[src/rtl/serial_out_if.sv]
// CPU-side bus of the serial transmitter: write strobe, write data,
// status word and the serial line itself.
interface serial_out_if;
   logic        load;
   logic [15:0] in;
   logic [15:0] out;
   logic        tx;

   modport master (output load, output in, input out, input tx);
   modport slave  (input load, input in, output out, output tx);
endinterface

[src/rtl/serial_out.sv]
// Memory-mapped 8N1 serial transmitter with a small byte FIFO.
//
// state | meaning
// IDLE  | line high, waiting for a queued byte
// START | start bit (low) for CLKS_PER_BIT cycles
// DATA  | eight data bits, LSB first
// STOP  | stop bit (high); chains straight into START if more bytes wait
module serial_out #(
   parameter int CLKS_PER_BIT = 104,
   parameter int DEPTH        = 4
) (
   input logic        clk,
   input logic        rst_n,
   serial_out_if.slave bus
);
   localparam int AW = (DEPTH > 1) ? $clog2(DEPTH) : 1;
   localparam int CW = $clog2(DEPTH) + 1;
   localparam int BW = (CLKS_PER_BIT > 1) ? $clog2(CLKS_PER_BIT) : 1;

   typedef enum logic [1:0] {IDLE, START, DATA, STOP} state_t;

   state_t          state, state_nx;
   logic [BW-1:0]   baud, baud_nx;
   logic [2:0]      bit_idx, bit_idx_nx;
   logic [7:0]      shift, shift_nx;
   logic            tx_q, tx_nx;

   logic [7:0]      mem [DEPTH];
   logic [AW-1:0]   wr_ptr, rd_ptr;
   logic [CW-1:0]   count;
   logic            overflow;

   logic data_wr, ctrl_wr, push, pop, full, empty, baud_end, busy;
   logic unused_in;

   assign data_wr  = bus.load & ~bus.in[15];
   assign ctrl_wr  = bus.load & bus.in[15];
   assign full     = (count == CW'(DEPTH));
   assign empty    = (count == '0);
   // Acceptance looks only at the pre-edge count, so a same-edge pop never
   // makes room for a write that arrives at a full FIFO.
   assign push     = data_wr & ~full;
   assign baud_end = (baud == BW'(CLKS_PER_BIT - 1));
   assign busy     = (state != IDLE) | ~empty;
   assign unused_in = ^bus.in[14:8];

   assign bus.out = {busy, full, overflow, 9'b0, 4'(count)};
   assign bus.tx  = tx_q;

   function automatic logic [AW-1:0] ptr_inc(input logic [AW-1:0] p);
      return (p == AW'(DEPTH - 1)) ? '0 : p + AW'(1);
   endfunction

   // Next-state, bit sequencing and FIFO pop decision.
   always_comb begin
      state_nx   = state;
      baud_nx    = baud;
      bit_idx_nx = bit_idx;
      shift_nx   = shift;
      pop        = 1'b0;
      case (state)
         IDLE: begin
            baud_nx = '0;
            if (!empty) begin
               pop        = 1'b1;
               shift_nx   = mem[rd_ptr];
               bit_idx_nx = '0;
               state_nx   = START;
            end
         end
         START: begin
            if (baud_end) begin
               baud_nx  = '0;
               state_nx = DATA;
            end else begin
               baud_nx = baud + BW'(1);
            end
         end
         DATA: begin
            if (baud_end) begin
               baud_nx = '0;
               if (bit_idx == 3'd7) begin
                  state_nx = STOP;
               end else begin
                  bit_idx_nx = bit_idx + 3'd1;
                  shift_nx   = {1'b0, shift[7:1]};
               end
            end else begin
               baud_nx = baud + BW'(1);
            end
         end
         STOP: begin
            if (baud_end) begin
               baud_nx = '0;
               if (!empty) begin
                  pop        = 1'b1;
                  shift_nx   = mem[rd_ptr];
                  bit_idx_nx = '0;
                  state_nx   = START;
               end else begin
                  state_nx = IDLE;
               end
            end else begin
               baud_nx = baud + BW'(1);
            end
         end
         default: state_nx = IDLE;
      endcase

      // Line level is derived from the state being entered so tx is a clean flop.
      case (state_nx)
         START:   tx_nx = 1'b0;
         DATA:    tx_nx = shift_nx[0];
         default: tx_nx = 1'b1;
      endcase
   end

   // Transmit FSM registers; reset abandons any partial frame.
   always_ff @(posedge clk or negedge rst_n) begin
      if (!rst_n) begin
         state   <= IDLE;
         baud    <= '0;
         bit_idx <= '0;
         shift   <= '0;
         tx_q    <= 1'b1;
      end else begin
         state   <= state_nx;
         baud    <= baud_nx;
         bit_idx <= bit_idx_nx;
         shift   <= shift_nx;
         tx_q    <= tx_nx;
      end
   end

   // FIFO pointers, occupancy and sticky overflow flag.
   always_ff @(posedge clk or negedge rst_n) begin
      if (!rst_n) begin
         wr_ptr   <= '0;
         rd_ptr   <= '0;
         count    <= '0;
         overflow <= 1'b0;
      end else begin
         if (push) wr_ptr <= ptr_inc(wr_ptr);
         if (pop)  rd_ptr <= ptr_inc(rd_ptr);
         case ({push, pop})
            2'b10:   count <= count + CW'(1);
            2'b01:   count <= count - CW'(1);
            default: count <= count;
         endcase
         if (ctrl_wr)
            overflow <= 1'b0;
         else if (data_wr && full)
            overflow <= 1'b1;
      end
   end

   // FIFO storage needs no reset; only slots behind the pointers are read.
   always_ff @(posedge clk) begin
      if (push) mem[wr_ptr] <= bus.in[7:0];
   end
endmodule

[src/flat_wrapper.sv]
// flat-port wrapper written by rule: the top's interface ports become plain ports
module serial_out_flat 
#(
   parameter int CLKS_PER_BIT = 104,
   parameter int DEPTH        = 4
)
  (clk, rst_n, bus_load, bus_in, bus_out, bus_tx);
  serial_out_if bus_i ();
  input logic clk;
  input logic rst_n;
  input wire logic [$bits(bus_i.load)-1:0] bus_load;
  input wire logic [$bits(bus_i.in)-1:0] bus_in;
  output wire logic [$bits(bus_i.out)-1:0] bus_out;
  output wire logic [$bits(bus_i.tx)-1:0] bus_tx;
  assign bus_i.load = bus_load;
  assign bus_i.in = bus_in;
  assign bus_out = bus_i.out;
  assign bus_tx = bus_i.tx;
  serial_out #(.CLKS_PER_BIT(CLKS_PER_BIT), .DEPTH(DEPTH)) u_core (.clk(clk), .rst_n(rst_n), .bus(bus_i));
endmodule
[config.mk]
export PLATFORM = sky130hd
export DESIGN_NAME = serial_out_flat
export DESIGN_NICKNAME = d
export VERILOG_FILES = /design/src/rtl/serial_out_if.sv /design/src/rtl/serial_out.sv /design/src/flat_wrapper.sv
export SDC_FILE = /design/constraint.sdc
export NUM_CORES = 1
export LEC_CHECK = 0
export ABC_AREA = 1
export CAP_MARGIN = 0
export CORE_MARGIN = 2
export CORE_UTILIZATION = 40
export CTS_BUF_LIST = sky130_fd_sc_hd__clkbuf_8
export DETAILED_ROUTE_END_ITERATION = 10
export GPL_TIMING_DRIVEN = 0
export PLACE_DENSITY_LB_ADDON = 0.3
export SYNTH_ARGS = -nofsm -noshare
export SYNTH_HDL_FRONTEND = slang
export SYNTH_SLANG_ARGS = --single-unit
[constraint.sdc]
create_clock -name clk -period 2.8 [get_ports clk]
set_input_delay 0.84 -clock clk [delete_from_list [all_inputs] [get_ports clk]]
set_output_delay 0.84 -clock clk [all_outputs]
set_load 0.01 [all_outputs]
==> results.sh, run 1 <==
export IMPL_cellLeakagePower_nw=1.56
export IMPL_n_fill_cell=680
export IMPL_die_h_um=90.6
export IMPL_r2r_end="u_core.count[2]$_DFFE_PN0P_"
export IMPL_ys_seq_elements=61
export IMPL_synth_largest_area_cell="edfxtp_1"
export IMPL_met1_usage_pct=19.1
export IMPL_path_cells="inv_1, ha_4, nand2_2, buf_4, clkdlybuf4s50_1"
export IMPL_power_total_mw=2.35
export IMPL_grt_use_met2_pct=23.4
export IMPL_worst_setup_path_start_kind="flop"
export IMPL_powerDensity_mw_per_mm2=659
export IMPL_status="finished clean"
export IMPL_worstPathMaxFanout=8
export IMPL_drv_slew=0
export IMPL_place_congestion=0.803
export IMPL_die_w_um=90.6
export IMPL_min_path_cells=1
export IMPL_critPathArrivalTime_ps=1900
export IMPL_drc=0
export IMPL_multiInputGateArea_mm2=0.00111
export IMPL_rows=31
export IMPL_rrSetupSlack_ps=390
export IMPL_yosysWarningCount=0
export IMPL_viasPerCell=4.65
export IMPL_drv_cap=0
export IMPL_instances_no_fill=448
export IMPL_met3_usage_pct=3.92
export IMPL_setup_viol=0
export IMPL_nets=377
export IMPL_seq_area_mm2=0.00169
export IMPL_grt_pass1_vias=1951
export IMPL_ant_nets=0
export IMPL_skew_ps=7.48
export IMPL_dp_slack_ps=-11.3
export IMPL_hold_path_class="reg -> reg"
export IMPL_syn_cell_area_mm2=0.00300
export IMPL_synth_top_cell_area_share_pct=32.0
export IMPL_fin_hold_ws_ps=461
export IMPL_first_pass_iters=4
export IMPL_required_ps=1960
export IMPL_rsz0062_at_grt="false"
export IMPL_hpwlAfterDp_um=3810
export IMPL_overflow=0
export IMPL_slowest_delay_ps=470
export IMPL_vias=2084
export IMPL_ys_top_cells_by_area="edfxtp_1 (32%), dfrtp_1 (23%), nand2_1 (8.5%), ha_1 (5.4%), nor2_1 (4.3%)"
export IMPL_design_core_area_mm2=0.00725
export IMPL_h_tree_depth=3
export IMPL_max_freq_mhz=366
export IMPL_grt_usage_pct=14.6
export IMPL_dr_first_iter_drc_count=126
export IMPL_top_usage_layer="met2"
export IMPL_worstMarginPinSlew_ps=801
export IMPL_numCtsBuffers=9
export IMPL_final_cell_mix="nand2_1 (68), nor2_1 (33), edfxtp_1 (32)"
export IMPL_avgSynthCellArea_um2=9.78
export IMPL_die_area_mm2=0.00821
export IMPL_cp_top_family="buffers and inverters"
export IMPL_finalHoldViolCount=0
export IMPL_cts_setup_buffers=0
export IMPL_synth_cells=307
export IMPL_worstSetupPathType="reg -> out"
export IMPL_end_kind="primary output"
export IMPL_post_route_period_util_pct=97.7
export IMPL_final_setup_worst_slack_ps=64.8
export IMPL_ios=36
export IMPL_synthToLayoutAreaGrowth_pct=19.0
export IMPL_portBuffers=18
export IMPL_grt_pass1_wl_um=9360
export IMPL_grt_max_degree=30
export IMPL_relSlewSlack_pct=46.4
export IMPL_worstHoldStart="u_core.baud[0]$_DFF_PN0_"
export IMPL_r2r_cells=11
export IMPL_reg2reg_from="u_core.baud[0]$_DFF_PN0_"
export IMPL_cts_tree="done"
export IMPL_dp_cells=433
export IMPL_clock_path_buffers=2
export IMPL_diodes=0
export IMPL_synth_edf_count=32
export IMPL_cp_slowest_cell="clkdlybuf4s50_1"
export IMPL_hold_path_end="u_core.baud[0]$_DFF_PN0_"
export IMPL_final_min_clock_period_ps=2740
export IMPL_root_buffer="clkbuf_8"
export IMPL_layout_commonest_cell="nand2_1"
export IMPL_synthFlopType="edfxtp_1"
export IMPL_cts_sinks=61
export IMPL_path_buf_inv=3
export IMPL_layout_drive_gt1_share_pct=16.3
export IMPL_synthArstFlopShare_pct=47.5
export IMPL_cts_clk_slew_worst_paths_ps=80
export IMPL_routed_wl_um=5590
export IMPL_ir_drop_v=0.000396
export IMPL_wl_per_cell_um=12.5
export IMPL_ys_seq_area_share_pct=56.2
export IMPL_grt_antenna_before_repair=0
export IMPL_synth_cell_types=35
export IMPL_insertion_delay_ps=340
export IMPL_initial_core_util_pct=41.4
cells in the mapped netlist, types with 2 or more instances:
| cell | count |
|---|---|
| nand3_2 | 3 |
| buf_4 | 13 |
| nand2_2 | 4 |
| nor3b_1 | 2 |
| o21ai_2 | 3 |
| a21oi_1 | 10 |
| o21ai_0 | 21 |
| nand2_1 | 68 |
| ha_1 | 13 |
| edfxtp_1 | 32 |
| dfrtp_1 | 28 |
| xor2_1 | 2 |
| inv_1 | 30 |
| buf_2 | 4 |
| inv_2 | 2 |
| nand3_1 | 13 |
| nor2_2 | 2 |
| nor2_1 | 34 |
| o22ai_1 | 7 |
per-stage QoR:
step | util (%) | setup TNS [ps] | instance area [µm²]
2_1_floorplan | - | 0 | 3040
3_3_place_gp | 46.0 | 0 | 3340
3_5_place_dp | 46.0 | -11.3 | 3340
4_1_cts | 49.3 | 0 | 3580
5_1_grt | 49.3 | 0 | 3570
6_report | 49.3 | 0 | 3570
layer usage:
metal  vias up  part of all wire (%)
li1       1069                     -
met3         7                   2.7
met2        27                    48
met4         0                   1.1
met5         -                     0
met1       981                    48
flip-flops by register name, summed over array words and instances (netlist names), 2 cells and up:
register	flops
u_core.bit_idx	3
u_core.count	3
u_core.wr_ptr	2
u_core.mem	32
u_core.rd_ptr	2
u_core.baud	7
u_core.state	2
u_core.shift	8
kinds of logic after synthesis:
logic type,share of synthesized area [%]
AOI/OAI and AO/OA,8.71
other,0.125
muxes,0.500
xor gates and xnor gates,0.876
and+or+nand+nor,19.1
DFF,56.2
buffers and inverters,8.34
adders and majority gates,6.09
final cells by class:
class	instances	area share, %
buffer	17	3.29
clock buffer	9	3.47
clock inverter	7	2.91
inverter	33	3.61
multi-input combinational	204	31.1
sequential	61	47.2
tap	99	3.47
timing repair buffer	18	4.90
power breakdown:
group	switching [mW]	internal, mW
sequential	0.0467	1.04
clock	0.392	0.515
combinational	0.199	0.162
total	0.638	1.72
how the worst max path moves through the flow:
stage                                     start                     endpoint  slack, ps  cells past startpoint
global route          u_core.state[1]$_DFF_PN0_                  bus_out[15]          5                      5
global placement                     bus_in[15]  u_core.count[2]$_DFFE_PN0P_         20                      8
finish                u_core.state[1]$_DFF_PN0_                  bus_out[15]         60                      5
CTS                 u_core.count[1]$_DFFE_PN0P_                  bus_out[15]         20                      6
floorplan             u_core.state[1]$_DFF_PN0_  u_core.count[2]$_DFFE_PN0P_        490                     11
detailed placement                   bus_in[15]  u_core.count[2]$_DFFE_PN0P_        -10                      8
timing repair:
action / in CTS / in global routing
hold buffers: 0 / 0
setup endpoints to repair: 1 / 1
resized for setup: 2 / 2
pin swaps: 0 / 0
Power figures use the tool's default switching activity.
==> run 2: changes to the inputs <==
--- a/config.mk
+++ b/config.mk
@@ -13,6 +13,7 @@
 export DETAILED_ROUTE_END_ITERATION = 10
 export GPL_TIMING_DRIVEN = 0
 export PLACE_DENSITY_LB_ADDON = 0.3
+export SLEW_MARGIN = 15
 export SYNTH_ARGS = -nofsm -noshare
 export SYNTH_HDL_FRONTEND = slang
 export SYNTH_SLANG_ARGS = --single-unit
==> run 2 against run 1 <==
Via count about the same. Sequential share of layout area unchanged. Global-route usage unchanged. Critical path depth unchanged. Clock-buffer cell count unchanged. Clock skew unchanged. First-iteration DRC count unchanged. Clock power about the same. Final area unchanged. Maximum frequency unchanged. Critical endpoint unchanged.
==> results.sh, run 2 (synthesis gave the netlist of run 1 again) <==
export IMPL_status="finished clean"
export IMPL_hpwlAfterDp_um=3810
export IMPL_reg_top3="u_core.mem x32, u_core.shift x8, u_core.baud x7"
export IMPL_powerDensity_mw_per_mm2=659
export IMPL_worstPathMaxFanout=8
export IMPL_cts_sinks=61
export IMPL_routed_wl_um=5590
export IMPL_drc=0
export IMPL_drv_cap=0
export IMPL_first_pass_iters=4
export IMPL_hold_path_class="reg -> reg"
export IMPL_die_area_mm2=0.00821
export IMPL_seq_area_mm2=0.00169
export IMPL_layout_drive_gt1_share_pct=16.3
export IMPL_end_kind="primary output"
export IMPL_required_ps=1960
export IMPL_portBuffers=18
export IMPL_die_w_um=90.6
export IMPL_diodes=0
export IMPL_clock_path_buffers=2
export IMPL_wl_per_cell_um=12.5
export IMPL_dp_slack_ps=-11.3
export IMPL_ios=36
export IMPL_rows=31
export IMPL_final_core_util_pct=49.3
export IMPL_vias=2085
export IMPL_grt_pass1_wl_um=9360
export IMPL_worstSetupPathType="reg -> out"
export IMPL_worstMarginPinSlew_ps=800
export IMPL_grt_antenna_before_repair=0
export IMPL_ir_drop_v=0.000395
export IMPL_multiInputGateArea_mm2=0.00111
export IMPL_grt_usage_pct=14.6
export IMPL_ant_nets=0
export IMPL_cts_hold_buffers=0
export IMPL_largest_reg_flops=32
export IMPL_cts_clk_slew_worst_paths_ps=80
export IMPL_overflow=0
export IMPL_rsz0062_at_grt="false"
export IMPL_max_freq_mhz=366
export IMPL_cellLeakagePower_nw=1.56
export IMPL_viasPerCell=4.65
export IMPL_numCtsBuffers=9
export IMPL_grt_pass1_vias=1951
export IMPL_dr_first_iter_drc_count=126
export IMPL_final_setup_worst_slack_ps=64.8
export IMPL_final_cell_mix="nand2_1 (68), nor2_1 (33), edfxtp_1 (32)"
export IMPL_initial_core_util_pct=41.4
export IMPL_skew_ps=7.48
export IMPL_root_buffer="clkbuf_8"
export IMPL_n_fill_cell=678
export IMPL_relSlewSlack_pct=46.4
export IMPL_grt_max_degree=30
export IMPL_h_tree_depth=3
export IMPL_setup_viol=0
export IMPL_post_route_period_util_pct=97.7
export IMPL_insertion_delay_ps=340
export IMPL_rrSetupSlack_ps=390
export IMPL_synthToLayoutAreaGrowth_pct=19.0
export IMPL_drv_slew=0
export IMPL_layout_commonest_cell="nand2_1"
export IMPL_finalHoldViolCount=0
export IMPL_design_core_area_mm2=0.00725
export IMPL_cts_tree="done"
export IMPL_die_h_um=90.6
export IMPL_nets=377
export IMPL_power_total_mw=2.35
export IMPL_critPathArrivalTime_ps=1900
export IMPL_final_min_clock_period_ps=2740
export IMPL_worst_setup_path_start_kind="flop"
export IMPL_place_congestion=0.803
export IMPL_regMostFlops="u_core.mem"
## run 2: cell counts in the layout (fill, tap and decap cells not counted)
No cell type changed its count.
## run 2: layer usage
layer / GRT usage (%) / share of wire, % / up-vias
li1: - / - / 1069
met1: 19.1 / 48 / 982
met2: 23.4 / 48 / 27
met3: 3.92 / 2.7 / 7
met4: 5.26 / 1.1 / 0
met5: 0 / 0 / -
## run 2: what timing repair did
action	4_1_cts	5_1_grt
endpoints found under the setup margin	1	1
endpoints found under the hold margin	0	0
setup buffers	0	0
pin swaps	0	0
resized for setup	2	2
## run 2: final cells by class
class                   instances  area share, %
well taps                      99           3.47
clock inverters                 7           2.91
flip-flops and latches         61           47.2
plain buffers                  17           3.29
repair buffers                 18           4.90
multi-input cells             204           31.1
inverters                      33           3.61
clock buffers                   9           3.47
## run 2: stage by stage
step	std cells	instance area (µm²)	setup TNS, ps	hold WS (ps)
2_1_floorplan	316	3040	0	433
3_3_place_gp	433	3340	0	447
3_5_place_dp	433	3330	-11.3	456
4_1_cts	448	3570	0	466
5_1_grt	448	3570	0	487
6_report	448	3570	0	461
## run 2: power breakdown
| part | internal (mW) | switching, mW |
|---|---|---|
| clock | 0.515 | 0.392 |
| combinational | 0.162 | 0.199 |
| sequential | 1.04 | 0.0466 |
| total | 1.72 | 0.638 |
## run 2: path summary, 6_finish.rpt
path	startpoint	endpoint	cells past startpoint
min in group asynchronous	rst_n	u_core.shift[7]$_DFFE_PN0P_	1
worst max-delay path	u_core.state[1]$_DFF_PN0_	bus_out[15]	5
worst min-delay path	u_core.baud[0]$_DFF_PN0_	u_core.baud[0]$_DFF_PN0_	1
worst min register to register	u_core.baud[0]$_DFF_PN0_	u_core.baud[0]$_DFF_PN0_	1
max in group asynchronous	rst_n	u_core.baud[0]$_DFF_PN0_	1
worst max register to register	u_core.baud[0]$_DFF_PN0_	u_core.count[2]$_DFFE_PN0P_	11
## run 2: critical path, stage by stage, from the launching register on
cell	delay (ps)
dfrtp_1	420
inv_1	180
ha_4	220
nand2_2	110
buf_4	150
clkdlybuf4s50_1	470
